<file path="config.mk">
export PLATFORM = sky130hd
export DESIGN_NAME = sdram_echo_sequencer
export DESIGN_NICKNAME = d
export VERILOG_FILES = /design/src/rtl/sdram_echo_sequencer.sv
export SDC_FILE = /design/constraint.sdc
export NUM_CORES = 1
export LEC_CHECK = 0
export CAP_MARGIN = 20
export CORE_MARGIN = 3
export CORE_UTILIZATION = 56
export DETAILED_ROUTE_END_ITERATION = 10
export PLACE_DENSITY = 0.86
export SLEW_MARGIN = 20
export SYNTH_ARGS = -nofsm -noshare
export SYNTH_HDL_FRONTEND = slang
export SYNTH_SLANG_ARGS = --single-unit
</file>
<file path="constraint.sdc">
create_clock -name CLOCK_50_D -period 12.8 [get_ports CLOCK_50_D]
set_input_delay 2.56 -clock CLOCK_50_D [delete_from_list [all_inputs] [get_ports CLOCK_50_D]]
set_output_delay 2.56 -clock CLOCK_50_D [all_outputs]
set_load 0.02 [all_outputs]
</file>
<file path="src/rtl/sdram_echo_sequencer.sv">
// Per-frame SDRAM delay-line sequencer: for each channel, read the delayed sample,
// mix it with the dry sample, write the new sample back, and publish the mix.
module sdram_echo_sequencer #(
  parameter int unsigned DATA_W   = 16,
  parameter int unsigned ADDR_W   = 24,
  parameter int unsigned NCH      = 2,
  parameter int unsigned DEPTH_W  = 15,
  parameter int unsigned FB_SHIFT = 1
) (
  input  logic                   CLOCK_50_D,
  input  logic                   AUD_ADCLRCK,
  input  logic [NCH*DATA_W-1:0]  in_data,
  input  logic [DEPTH_W-1:0]     frame_idx,
  input  logic [NCH*DEPTH_W-1:0] delay,
  input  logic [1:0]             mode,
  input  logic                   mute,
  input  logic                   busy,
  input  logic                   rd_ready,
  input  logic [DATA_W-1:0]      rd_data,
  output logic                   rd_enable,
  output logic                   wr_enable,
  output logic [ADDR_W-1:0]      rd_addr,
  output logic [ADDR_W-1:0]      wr_addr,
  output logic [DATA_W-1:0]      wr_data,
  output logic [NCH*DATA_W-1:0]  out_data,
  output logic [NCH-1:0]         out_valid,
  output logic                   done
);

  localparam int unsigned CH_W = (NCH > 1) ? $clog2(NCH) : 1;
  localparam logic [CH_W-1:0] LAST_CH = CH_W'(NCH - 1);

  typedef enum logic [2:0] {
    IDLE, RD_REQ, RD_WAIT, MIX, WR_REQ, WR_WAIT, DONE
  } state_t;

  state_t                 state_q, state_d;
  logic [CH_W-1:0]        ch_q, ch_d;
  logic [DATA_W-1:0]      dry_q [NCH];
  logic [DATA_W-1:0]      dry_d [NCH];
  logic [DEPTH_W-1:0]     dly_q [NCH];
  logic [DEPTH_W-1:0]     dly_d [NCH];
  logic [1:0]             mode_q, mode_d;
  logic                   mute_q, mute_d;
  logic [DATA_W-1:0]      wet_q, wet_d;
  logic [DATA_W-1:0]      wr_val_q, wr_val_d;
  logic [DATA_W-1:0]      out_val_q, out_val_d;
  logic                   seen_q, seen_d;

  logic                   rd_enable_q, rd_enable_d;
  logic                   wr_enable_q, wr_enable_d;
  logic [ADDR_W-1:0]      rd_addr_q, rd_addr_d;
  logic [ADDR_W-1:0]      wr_addr_q, wr_addr_d;
  logic [DATA_W-1:0]      wr_data_q, wr_data_d;
  logic [NCH*DATA_W-1:0]  out_data_q, out_data_d;
  logic [NCH-1:0]         out_valid_q, out_valid_d;
  logic                   done_q, done_d;

  // Datapath for the active channel: wet scaling, widened sum, saturation, addresses
  logic [DATA_W-1:0]        dry_c;
  logic signed [DATA_W-1:0] sh_c;
  logic [DATA_W:0]          sum_c;
  logic [DATA_W-1:0]        sat_c;
  logic [DEPTH_W-1:0]       rd_off_c;
  logic [ADDR_W-1:0]        base_c;
  logic [ADDR_W-1:0]        rd_addr_c;
  logic [ADDR_W-1:0]        wr_addr_c;

  assign dry_c     = dry_q[ch_q];
  assign sh_c      = $signed(wet_q) >>> FB_SHIFT;
  assign sum_c     = {dry_c[DATA_W-1], dry_c} + {sh_c[DATA_W-1], sh_c};
  assign rd_off_c  = frame_idx - dly_q[ch_q];
  assign base_c    = ADDR_W'(ch_q) << DEPTH_W;
  assign rd_addr_c = base_c + ADDR_W'(rd_off_c);
  assign wr_addr_c = base_c + ADDR_W'(frame_idx);

  always_comb begin
    sat_c = sum_c[DATA_W-1:0];
    if (sum_c[DATA_W] != sum_c[DATA_W-1]) begin
      sat_c = sum_c[DATA_W] ? {1'b1, {(DATA_W-1){1'b0}}} : {1'b0, {(DATA_W-1){1'b1}}};
    end
  end

  // State and datapath registers; reset also aborts an overrunning frame
  always_ff @(posedge CLOCK_50_D or posedge AUD_ADCLRCK) begin
    if (AUD_ADCLRCK) begin
      state_q     <= IDLE;
      ch_q        <= '0;
      for (int i = 0; i < NCH; i++) begin
        dry_q[i] <= '0;
        dly_q[i] <= '0;
      end
      mode_q      <= '0;
      mute_q      <= 1'b0;
      wet_q       <= '0;
      wr_val_q    <= '0;
      out_val_q   <= '0;
      seen_q      <= 1'b0;
      rd_enable_q <= 1'b0;
      wr_enable_q <= 1'b0;
      rd_addr_q   <= '0;
      wr_addr_q   <= '0;
      wr_data_q   <= '0;
      out_data_q  <= '0;
      out_valid_q <= '0;
      done_q      <= 1'b0;
    end else begin
      state_q     <= state_d;
      ch_q        <= ch_d;
      dry_q       <= dry_d;
      dly_q       <= dly_d;
      mode_q      <= mode_d;
      mute_q      <= mute_d;
      wet_q       <= wet_d;
      wr_val_q    <= wr_val_d;
      out_val_q   <= out_val_d;
      seen_q      <= seen_d;
      rd_enable_q <= rd_enable_d;
      wr_enable_q <= wr_enable_d;
      rd_addr_q   <= rd_addr_d;
      wr_addr_q   <= wr_addr_d;
      wr_data_q   <= wr_data_d;
      out_data_q  <= out_data_d;
      out_valid_q <= out_valid_d;
      done_q      <= done_d;
    end
  end

  always_comb begin
    state_d     = state_q;
    ch_d        = ch_q;
    dry_d       = dry_q;
    dly_d       = dly_q;
    mode_d      = mode_q;
    mute_d      = mute_q;
    wet_d       = wet_q;
    wr_val_d    = wr_val_q;
    out_val_d   = out_val_q;
    seen_d      = seen_q;
    rd_enable_d = 1'b0;
    wr_enable_d = 1'b0;
    rd_addr_d   = rd_addr_q;
    wr_addr_d   = wr_addr_q;
    wr_data_d   = wr_data_q;
    out_data_d  = out_data_q;
    out_valid_d = '0;
    done_d      = done_q;

    case (state_q)
      IDLE: begin
        for (int i = 0; i < NCH; i++) begin
          dry_d[i] = in_data[i*DATA_W +: DATA_W];
          dly_d[i] = delay[i*DEPTH_W +: DEPTH_W];
        end
        mode_d  = mode;
        mute_d  = mute;
        state_d = RD_REQ;
      end
      RD_REQ: begin
        if (!busy) begin
          rd_enable_d = 1'b1;
          rd_addr_d   = rd_addr_c;
          state_d     = RD_WAIT;
        end
      end
      RD_WAIT: begin
        if (rd_ready) begin
          wet_d   = rd_data;
          state_d = MIX;
        end
      end
      MIX: begin
        case (mode_q)
          2'b00:   begin out_val_d = dry_c; wr_val_d = dry_c; end
          2'b01:   begin out_val_d = wet_q; wr_val_d = dry_c; end
          2'b10:   begin out_val_d = sat_c; wr_val_d = dry_c; end
          default: begin out_val_d = sat_c; wr_val_d = sat_c; end
        endcase
        state_d = WR_REQ;
      end
      WR_REQ: begin
        if (!busy) begin
          wr_enable_d = 1'b1;
          wr_addr_d   = wr_addr_c;
          wr_data_d   = wr_val_q;
          for (int i = 0; i < NCH; i++) begin
            if (ch_q == CH_W'(i)) begin
              out_data_d[i*DATA_W +: DATA_W] = mute_q ? '0 : out_val_q;
              out_valid_d[i] = 1'b1;
            end
          end
          seen_d  = 1'b0;
          state_d = WR_WAIT;
        end
      end
      WR_WAIT: begin
        // The write is complete once the controller has gone busy and come back idle
        if (!seen_q) begin
          if (busy) seen_d = 1'b1;
        end else if (!busy) begin
          seen_d = 1'b0;
          if (ch_q == LAST_CH) begin
            state_d = DONE;
            done_d  = 1'b1;
          end else begin
            ch_d    = CH_W'(ch_q + 1'b1);
            state_d = RD_REQ;
          end
        end
      end
      DONE: begin
        done_d = 1'b1;
      end
      default: begin
        state_d = IDLE;
      end
    endcase
  end

  assign rd_enable = rd_enable_q;
  assign wr_enable = wr_enable_q;
  assign rd_addr   = rd_addr_q;
  assign wr_addr   = wr_addr_q;
  assign wr_data   = wr_data_q;
  assign out_data  = out_data_q;
  assign out_valid = out_valid_q;
  assign done      = done_q;

endmodule

</file>
==> flow_metrics.tcl, run 1 <==
set metrics [dict create \
    synthMuxAreaShare_pct 17.6 \
    core_mm2 0.0174 \
    grt_pass1_vias 7374 \
    cts_setup_buffers 0 \
    fillers 1230 \
    grt_util_met3_pct 3.41 \
    grt_pass1_wl_um 38100 \
    final_cell_mix "dfrtp_1 (202), clkdlybuf4s50_1 (184), mux2_2 (129), nand2_1 (99), o21ai_0 (93)" \
    maxCapViolCount 0 \
    yosys_warnings 0 \
    n_antenna_cell 0 \
    numPortBuffers 184 \
    ys_seq_elements 203 \
    critical-path-slowest-cell "clkdlybuf4s50_1" \
    yosys.area_share.adder_pct 4.62 \
    finalHoldViolCount 0 \
    synth_top_area_cell "dfrtp_1" \
    clockRootBuffer "clkbuf_16" \
    grt.total_usage_pct 23.9 \
    min_to "done" \
    cp_num_buf_inv 3 \
    finish.utilization_pct 72.6 \
    firstDrtPassIters 5 \
    busiest_layer "met2" \
    multi_input_area_mm2 0.00454 \
    synthXorXnorAreaFrac_pct 2.29 \
    wirelength_um 23000 \
    vias 7276 \
    startpoint_type "input pin" \
    max_slew_margin_pct 35.1 \
    worstSetupPathType "input pin to flip-flop" \
    drv_slew 0 \
    clk_pin_slew_ps 60 \
    rr_startpoint "ch_q" \
    crit_start "frame_idx[0]" \
    gp_congestion 0.894 \
    fin_ws_ps 8040 \
    end_kind "flip-flop" \
    dieArea_mm2 0.0194 \
    row_count 48 \
    post_synth_num_cell_types 53 \
    critPathMaxStageDelay_ps 480 \
    synth_area_mm2 0.00993 \
    powerDensity_mw_per_mm2 270 \
    synth_area_leaders "dfrtp_1 (51%), mux2_2 (15%), o21ai_0 (4.7%)" \
    rsz0062_at_grt "no" \
    drtIter0Drc 502 \
    die_w_um 139 \
    ctsHtreeMaxLevel 1 \
    wire_per_inst_um 17.6 \
    placed_area_mm2 0.0119 \
    use_met1_pct 33.5 \
    rrSetupSlack_ps 8470 \
    cts-buffers-inserted 22 \
    synth_ff_type "dfrtp_1" \
    min-delay-start "done" \
    cts.path.max_buffers 3 \
    start_util_pct 57.2 \
    cts.sinks 203 \
    drtAntennaViolNets 0 \
    finalSetupTns_ps 0 \
    syn_to_final_growth_pct 26.8 \
    grt-ovfl-total 0 \
    clkLatencyLatePin_ps 500 \
    synth_area_per_cell_um2 11.0 \
    synth-edff-count 0 \
    fin_crit_ps 4760 \
    final_nets 1204 \
    path_cells "clkdlybuf4s50_1, inv_1, ha_1, fa_1, inv_1, a21oi_1, o21bai_1, a21o_1, a31o_2, a41oi_1, o21ai_0, mux2i_1, nand3_1" \
    tightest_slew_ps 971 \
    period_share_pct 37.2 \
    ios 201 \
    grt_max_degree 144 \
    crit_fanout 3 \
    netlist_instances 902 \
    die_height_um 139 \
    p_leak_nw 5.66 \
    crit_path_frequent_cell "inv_1" \
    ir_drop_uv 148 \
    synth_top_family_by_area "multiplexers" \
    crit_required_ps 13180 \
    whs_path_depth 1 \
    post-dp-hpwl_um 16600 \
    crit_family "compound AO/OA/AOI/OAI gates" \
    skew_ps 11.7 \
    cts_resized 0 \
    final_common_cell "dfrtp_1" \
    max_freq_mhz 210 \
    gr-usage-met2_pct 40.0 \
    async_flop_share_pct 100 \
    ys_seq_area_share_pct 51.1 \
    setup_viol 0 \
    regArea_mm2 0.00508 \
    rr_endpoint "out_val_q[8]" \
    status "complete, no violations" \
    drive_gt1_share_pct 17.2 \
    antenna_found_initial 0 \
    synth_compound_area_share_pct 11.7 \
    routed_via_density 5.55 \
    synth_top_area_share_pct 51.1 \
    tritoncts "built" \
    final_cell_area_mm2 0.0126 \
    synthSimpleGateAreaFrac_pct 8.70 \
    place_ws_ps 7550 \
    reg2reg_depth 13 \
    cts_hold_buf 0 \
    drc 0 \
    crit_arrival_ps 5130 \
    hold_class "flip-flop to flip-flop" \
]
==> worst max path at each step <==
| stage | endpoint | slack (ps) | cells past startpoint |
|---|---|---|---|
| floorplan | ch_q | 4700 | 1 |
| CTS | rd_addr[14] | 8080 | 13 |
| finish | rd_addr[14] | 8040 | 13 |
| global route | rd_addr[14] | 7890 | 13 |
| global placement | rd_addr[14] | 7620 | 13 |
| detailed placement | rd_addr[14] | 7550 | 13 |
==> state kept, by name (all words and copies together) (netlist names) <==
signal and cells:
ch_q 1, dly_q 30, done 1, dry_q 32, mode_q 2, mute_q 1
out_data 32, out_val_q 16, out_valid 2, rd_addr 16, rd_enable 1, seen_q 1
state_q 3, wet_q 16, wr_addr 16, wr_data 16, wr_enable 1, wr_val_q 16
==> area by class of cell <==
class                   instances  share of cell area [%]
flip-flops and latches        203                    40.3
clock inverters                10                   0.864
well taps                     225                    2.23
repair buffers                192                    15.1
clock buffers                  28                    4.80
multi-input cells             633                    36.0
inverters                      20                   0.655
==> per-stage QoR <==
stage	instances	hold slack [ps]	power, mW
floorplan	917	443	2.29
global route	1311	487	3.64
detailed placement	1273	453	2.76
finish	1311	459	3.40
global placement	1273	444	2.71
CTS	1311	464	3.40
==> routing by layer <==
| layer | part of all wire [%] | wire [µm] |
|---|---|---|
| met5 | 0 | 0 |
| met3 | 5.3 | 1230 |
| met2 | 49 | 11200 |
| met4 | 1.7 | 390 |
| met1 | 44 | 10200 |
==> synth_stat cells (4+ instances only) <==
library cell  instances
dfrtp_1             203
a31oi_1               5
a21o_1               12
nand2_1              99
inv_1                20
o211ai_1              6
xor2_1               10
nor2_1               39
buf_1                 4
clkbuf_1             37
nand2b_1             22
buf_4                18
nand3_1              14
xnor2_1              16
o21ai_0              93
a21oi_1              54
ha_1                 30
mux2_2              129
nor3_1                8
o21ai_1               6
mux2i_1              30
==> power by group <==
part | switching [mW] | internal [mW]
Combinational | 0.903 | 0.778
Clock | 0.245 | 0.374
Sequential | 0.182 | 0.915
Total | 1.33 | 2.07
==> logic make-up after synthesis <==
family,Yosys count
simple gates,197
compound gates,199
buf+inv,81
other cells,1
fa+ha+maj,36
flops,203
mux,159
xor+xnor,26
No activity file was read; power rests on OpenSTA's default activity.
==> inputs of run 2 (changes only) <==
--- a/config.mk
+++ b/config.mk
@@ -7,9 +7,9 @@
 export LEC_CHECK = 0
 export CAP_MARGIN = 20
 export CORE_MARGIN = 3
-export CORE_UTILIZATION = 56
+export CORE_UTILIZATION = 47
 export DETAILED_ROUTE_END_ITERATION = 10
-export PLACE_DENSITY = 0.86
+export PLACE_DENSITY = 0.77
 export SLEW_MARGIN = 20
 export SYNTH_ARGS = -nofsm -noshare
 export SYNTH_HDL_FRONTEND = slang
==> constraint.sdc (replaced) <==
create_clock -name CLOCK_50_D -period 4 [get_ports CLOCK_50_D]
set_input_delay 0.8 -clock CLOCK_50_D [delete_from_list [all_inputs] [get_ports CLOCK_50_D]]
set_output_delay 0.8 -clock CLOCK_50_D [all_outputs]
set_load 0.02 [all_outputs]
==> run 2 against run 1 <==
Against the previous run: die area is 18% higher; first-iteration DRC count is 5.2% lower; total power grew to 3.3 times the previous value; global-route usage is 2.8 points lower; clock power grew to 3.4 times the previous value; clock skew is 4.5 ps higher; register-to-register slack worse by 8100 ps; setup slack worse by 7700 ps; sequential cell count stayed put; largest cell class unchanged.
==> flow_metrics.tcl, run 2 (synthesis gave the netlist of run 1 again) <==
set metrics [dict create \
    numPortBuffers 184 \
    cts_resized 0 \
    finish.utilization_pct 62.7 \
    critPathMaxStageDelay_ps 440 \
    cts.path.max_buffers 3 \
    wire_per_inst_um 17.7 \
    hold_slack_ps 474 \
    worstSetupPathType "flip-flop to flip-flop" \
    row_count 52 \
    place_ws_ps 416 \
    cts_hold_buf 0 \
    hold_class "flip-flop to flip-flop" \
    ctsHtreeMaxLevel 1 \
    status "complete, no violations" \
    cts.sinks 203 \
    crit_family "compound AO/OA/AOI/OAI gates" \
    vias 7332 \
    start_util_pct 48.5 \
    n_antenna_cell 0 \
    drive_gt1_share_pct 18.5 \
    ir_drop_uv 419 \
    drtIter0Drc 476 \
    clockRootBuffer "clkbuf_16" \
    path_cells "mux2_2, ha_1, fa_1, a211oi_2, o211ai_2, a41oi_4, o21ai_2, a41o_4, nand2_1, o21ai_0, mux2i_1, o21ai_0" \
    die_w_um 151 \
    crit_fanout 14 \
    clk_pin_slew_ps 60 \
    tritoncts "built" \
    core_mm2 0.0205 \
    grt_max_degree 56 \
    grt-ovfl-total 0 \
    max_slew_margin_pct 37.3 \
    antenna_found_initial 0 \
    maxCapViolCount 0 \
    final_cells 1370 \
    fin_ws_ps 334 \
    wirelength_um 24300 \
    cts_setup_buffers 0 \
    finalHoldViolCount 0 \
    p_leak_nw 5.76 \
    finalSetupTns_ps 0 \
    crit_path_frequent_cell "o21ai_0" \
    clkLatencyLatePin_ps 500 \
    whs_path_depth 2 \
    end_kind "flip-flop" \
    placed_area_mm2 0.0121 \
    final_common_cell "dfrtp_1" \
    drtAntennaViolNets 0 \
    ios 201 \
    drc 0 \
    max_freq_mhz 273 \
    startpoint_type "flip-flop" \
    post-dp-hpwl_um 18000 \
    final_nets 1219 \
    power_mw 11.1 \
    fin_crit_ps 3670 \
    drv_slew 0 \
    powerDensity_mw_per_mm2 867 \
    firstDrtPassIters 5 \
    period_share_pct 91.6 \
    cp.depth 12 \
    routed_via_density 5.35 \
    dieArea_mm2 0.0229 \
    setup_viol 0 \
    final_cell_area_mm2 0.0128 \
    fillers 1653 \
    critical-path-slowest-cell "fa_1" \
    rsz0062_at_grt "no" \
    die_height_um 151 \
    grt_pass1_vias 7277 \
    cts-buffers-inserted 23 \
    grt.total_usage_pct 21.1 \
    crit_arrival_ps 4010 \
    final_cell_mix "dfrtp_1 (202), clkdlybuf4s50_1 (184), mux2_2 (129), nand2_1 (99), o21ai_0 (93)" \
    dpl.cell_count 1332 \
    tightest_slew_ps 938 \
    gp_congestion 0.859 \
    cp_num_buf_inv 0 \
    skew_ps 16.2 \
    reg2reg_depth 12 \
    syn_to_final_growth_pct 29.3 \
    grt_pass1_wl_um 38500 \
    crit_required_ps 4340 \
]
-- run 2: power breakdown --
part           total (mW)  switching, mW  internal (mW)
combinational        5.52           2.96           2.56
clock                2.12          0.807           1.32
sequential           3.50          0.571           2.93
-- run 2: layer usage --
| layer | track usage (%) | wire, µm | up-vias |
|---|---|---|---|
| li1 | - | - | 3489 |
| met1 | 31.9 | 11300 | 3565 |
| met2 | 32.3 | 11000 | 246 |
| met3 | 2.84 | 1390 | 32 |
| met4 | 5.35 | 488 | 0 |
| met5 | 0 | 0 | - |
-- run 2: layout make-up --
type	count	area (µm²)	share of cell area [%]
timing repair buffer	206	2040	15.9
inverter	20	78.8	0.614
tap	270	338	2.63
clock buffer	29	638	4.97
multi-input combinational	633	4540	35.3
sequential	203	5080	39.6
clock inverter	9	126	0.984
-- run 2: final timing paths --
| kind | slack, ps | start | to |
|---|---|---|---|
| max | 330 | ch_q | wr_val_q[2] |
| min | 470 | rd_addr[13] | rd_addr[13] |
| max reg2reg | 330 | ch_q | wr_val_q[2] |
| min reg2reg | 470 | rd_addr[13] | rd_addr[13] |
| max in group asynchronous | 2350 | AUD_ADCLRCK | dly_q[10] |
| min in group asynchronous | 860 | AUD_ADCLRCK | seen_q |
-- run 2: tightest hold or removal path: cells and delay by family, from the launching register on --
family / cells / cell delay (ps)
compound gates: 1 / 60
simple gates: 1 / 50
flops: 1 / 340
==> inputs of run 3 (changes only) <==
--- a/config.mk
+++ b/config.mk
@@ -5,6 +5,7 @@
 export SDC_FILE = /design/constraint.sdc
 export NUM_CORES = 1
 export LEC_CHECK = 0
+export ABC_CLOCK_PERIOD_IN_PS = 4000
 export CAP_MARGIN = 20
 export CORE_MARGIN = 3
 export CORE_UTILIZATION = 47
==> results of run 3 <==
No change in the layout: final DEF, timing and power equal those of run 2.
==> edit (flow settings as in run 2) <==
Take the reset off `out_val_q` and load it in a clocked block of its own.
--- a/src/rtl/sdram_echo_sequencer.sv
+++ b/src/rtl/sdram_echo_sequencer.sv
@@ -94,7 +94,6 @@
       mute_q      <= 1'b0;
       wet_q       <= '0;
       wr_val_q    <= '0;
-      out_val_q   <= '0;
       seen_q      <= 1'b0;
       rd_enable_q <= 1'b0;
       wr_enable_q <= 1'b0;
@@ -113,7 +112,6 @@
       mute_q      <= mute_d;
       wet_q       <= wet_d;
       wr_val_q    <= wr_val_d;
-      out_val_q   <= out_val_d;
       seen_q      <= seen_d;
       rd_enable_q <= rd_enable_d;
       wr_enable_q <= wr_enable_d;
@@ -124,6 +122,10 @@
       out_valid_q <= out_valid_d;
       done_q      <= done_d;
     end
+  end
+
+  always_ff @(posedge CLOCK_50_D) begin
+    out_val_q <= out_val_d;
   end
 
   always_comb begin
Behaviour: no difference found for any inputs over 4 cycles, from zero or initial values; that may be too few to reach the edited logic, so the function may still have changed.
==> edit against run 2 <==
- via count down 4.3%
- clock power down 11%
- synthesized cell count down 6.3%
- hold slack worse by 0.019 ns
- final area down 1.4%
- sequential power up 5%
- power up 2.0%
- routed wire length down 3.9%
- synthesized area down 0.49%
- sequential cell count unchanged
- worst setup slack better by 0.13 ns
==> edit: results (changes against run 2) <==
| Metric | Value |
|---|---|
| Status | `completed` |
| Syn avg cell area | `11.7 sq um (+6.2%)` |
| Register area share after synthesis | `52.2% (+1.1 points)` |
| Met2 Use GR | `32.6% (+0.32 points)` |
| Multi-input combinational area share | `34.9% (-0.41 points)` |
| Sw Ratio | `39.1% (+0.19 points)` |
| Worst reg2reg path depth | `11 (-1)` |
| Distinct cell type count after synthesis | `64 (+21%)` |
| Synth cell count leaders | `187 x dfrtp_1, 144 x mux2_2, 66 x nand2_1, 66 x o21ai_0, 37 x nor2_1` |
| Critical Path AT | `3.77 ns (-0.24 ns)` |
| Fillers | `1,631 (-1.3%)` |
| FFs & Latches | `203 (unchanged)` |
| Hpwl dp | `16.8 mm (-6.9%)` |
| Layout Cells excl Fill | `1,313 (-4.2%)` |
| Worst Skew | `0.0137 ns (-0.00250 ns)` |
| Hold Startpoint | `done` |
| Non-clock buffers, area share | `15.7% (-0.24 points)` |
| Pre-Repair DR Iteration Count | `4 (-1)` |
| Ys async rst share | `92.1% (-7.9 points)` |
| DRT met1 WL | `10.7 mm (-5.6%)` |
| RePlAce Congestion | `0.829 (-3.5%)` |
| Final Hold Slack | `0.455 ns (-0.0189 ns)` |
| EDFF count, synth | `16 (+16)` |
| Finished Cell Area | `0.0127 sq mm (-1.4%)` |
| Comb group | `5.81 mW (+5.3%)` |
| Hold Path Stages | `1 (-1)` |
| R2r setup slk | `0.47 ns (+0.13 ns)` |
| Met1 usage | `30.0% (-1.9 points)` |
| Worst slew pin tran | `0.937 ns (-0.00100 ns)` |
| Non-clock inverters | `19 (-5.0%)` |
| Largest net degree at the start of global routing | `66 (+18%)` |
| Cell Count Post-Placement | `1,271 (-4.6%)` |
| Total placed instance area | `0.0120 sq mm (-0.84%)` |
| Multi-input comb cells | `581 (-8.2%)` |
| Total length of routed met2 wires | `10.9 mm (-0.94%)` |
| Seq area share | `40.8% (+1.2 points)` |
| Total Power | `11.4 mW (+2.0%)` |
| Number of vias per cell | `5.35 (-0.11%)` |
-- edit: changes by cell type after synthesis, moves of 8 or more --
cell and delta:
a21oi_1 -18, a22oi_1 +15, buf_2 +8, clkbuf_1 -10, dfrtp_1 -16, edfxtp_1 +16
mux2_2 +15, mux2i_1 -13, nand2_1 -33, o21ai_0 -27, o21ai_1 +8, o21ai_2 +8
-- edit: cells by family after synthesis --
| logic type | share of synthesized area [%] |
|---|---|
| adder cells (fa/ha/maj) | 4.30 |
| AND/OR/NAND/NOR | 7.48 |
| buffers and inverters | 3.76 |
| multiplexers | 18.1 |
| AO/OA/AOI/OAI | 12.1 |
| other | 0.0379 |
| XOR/XNOR | 2.04 |
| flip-flops | 52.2 |
-- edit: worst max-delay path: cells and delay by family (launching register included) --
family	cells	cell delay (ns)
multiplexers	1	0.38
adder cells (fa/ha/maj)	2	0.67
AO/OA/AOI/OAI	6	1.41
flip-flops	1	0.38
AND/OR/NAND/NOR	2	0.44
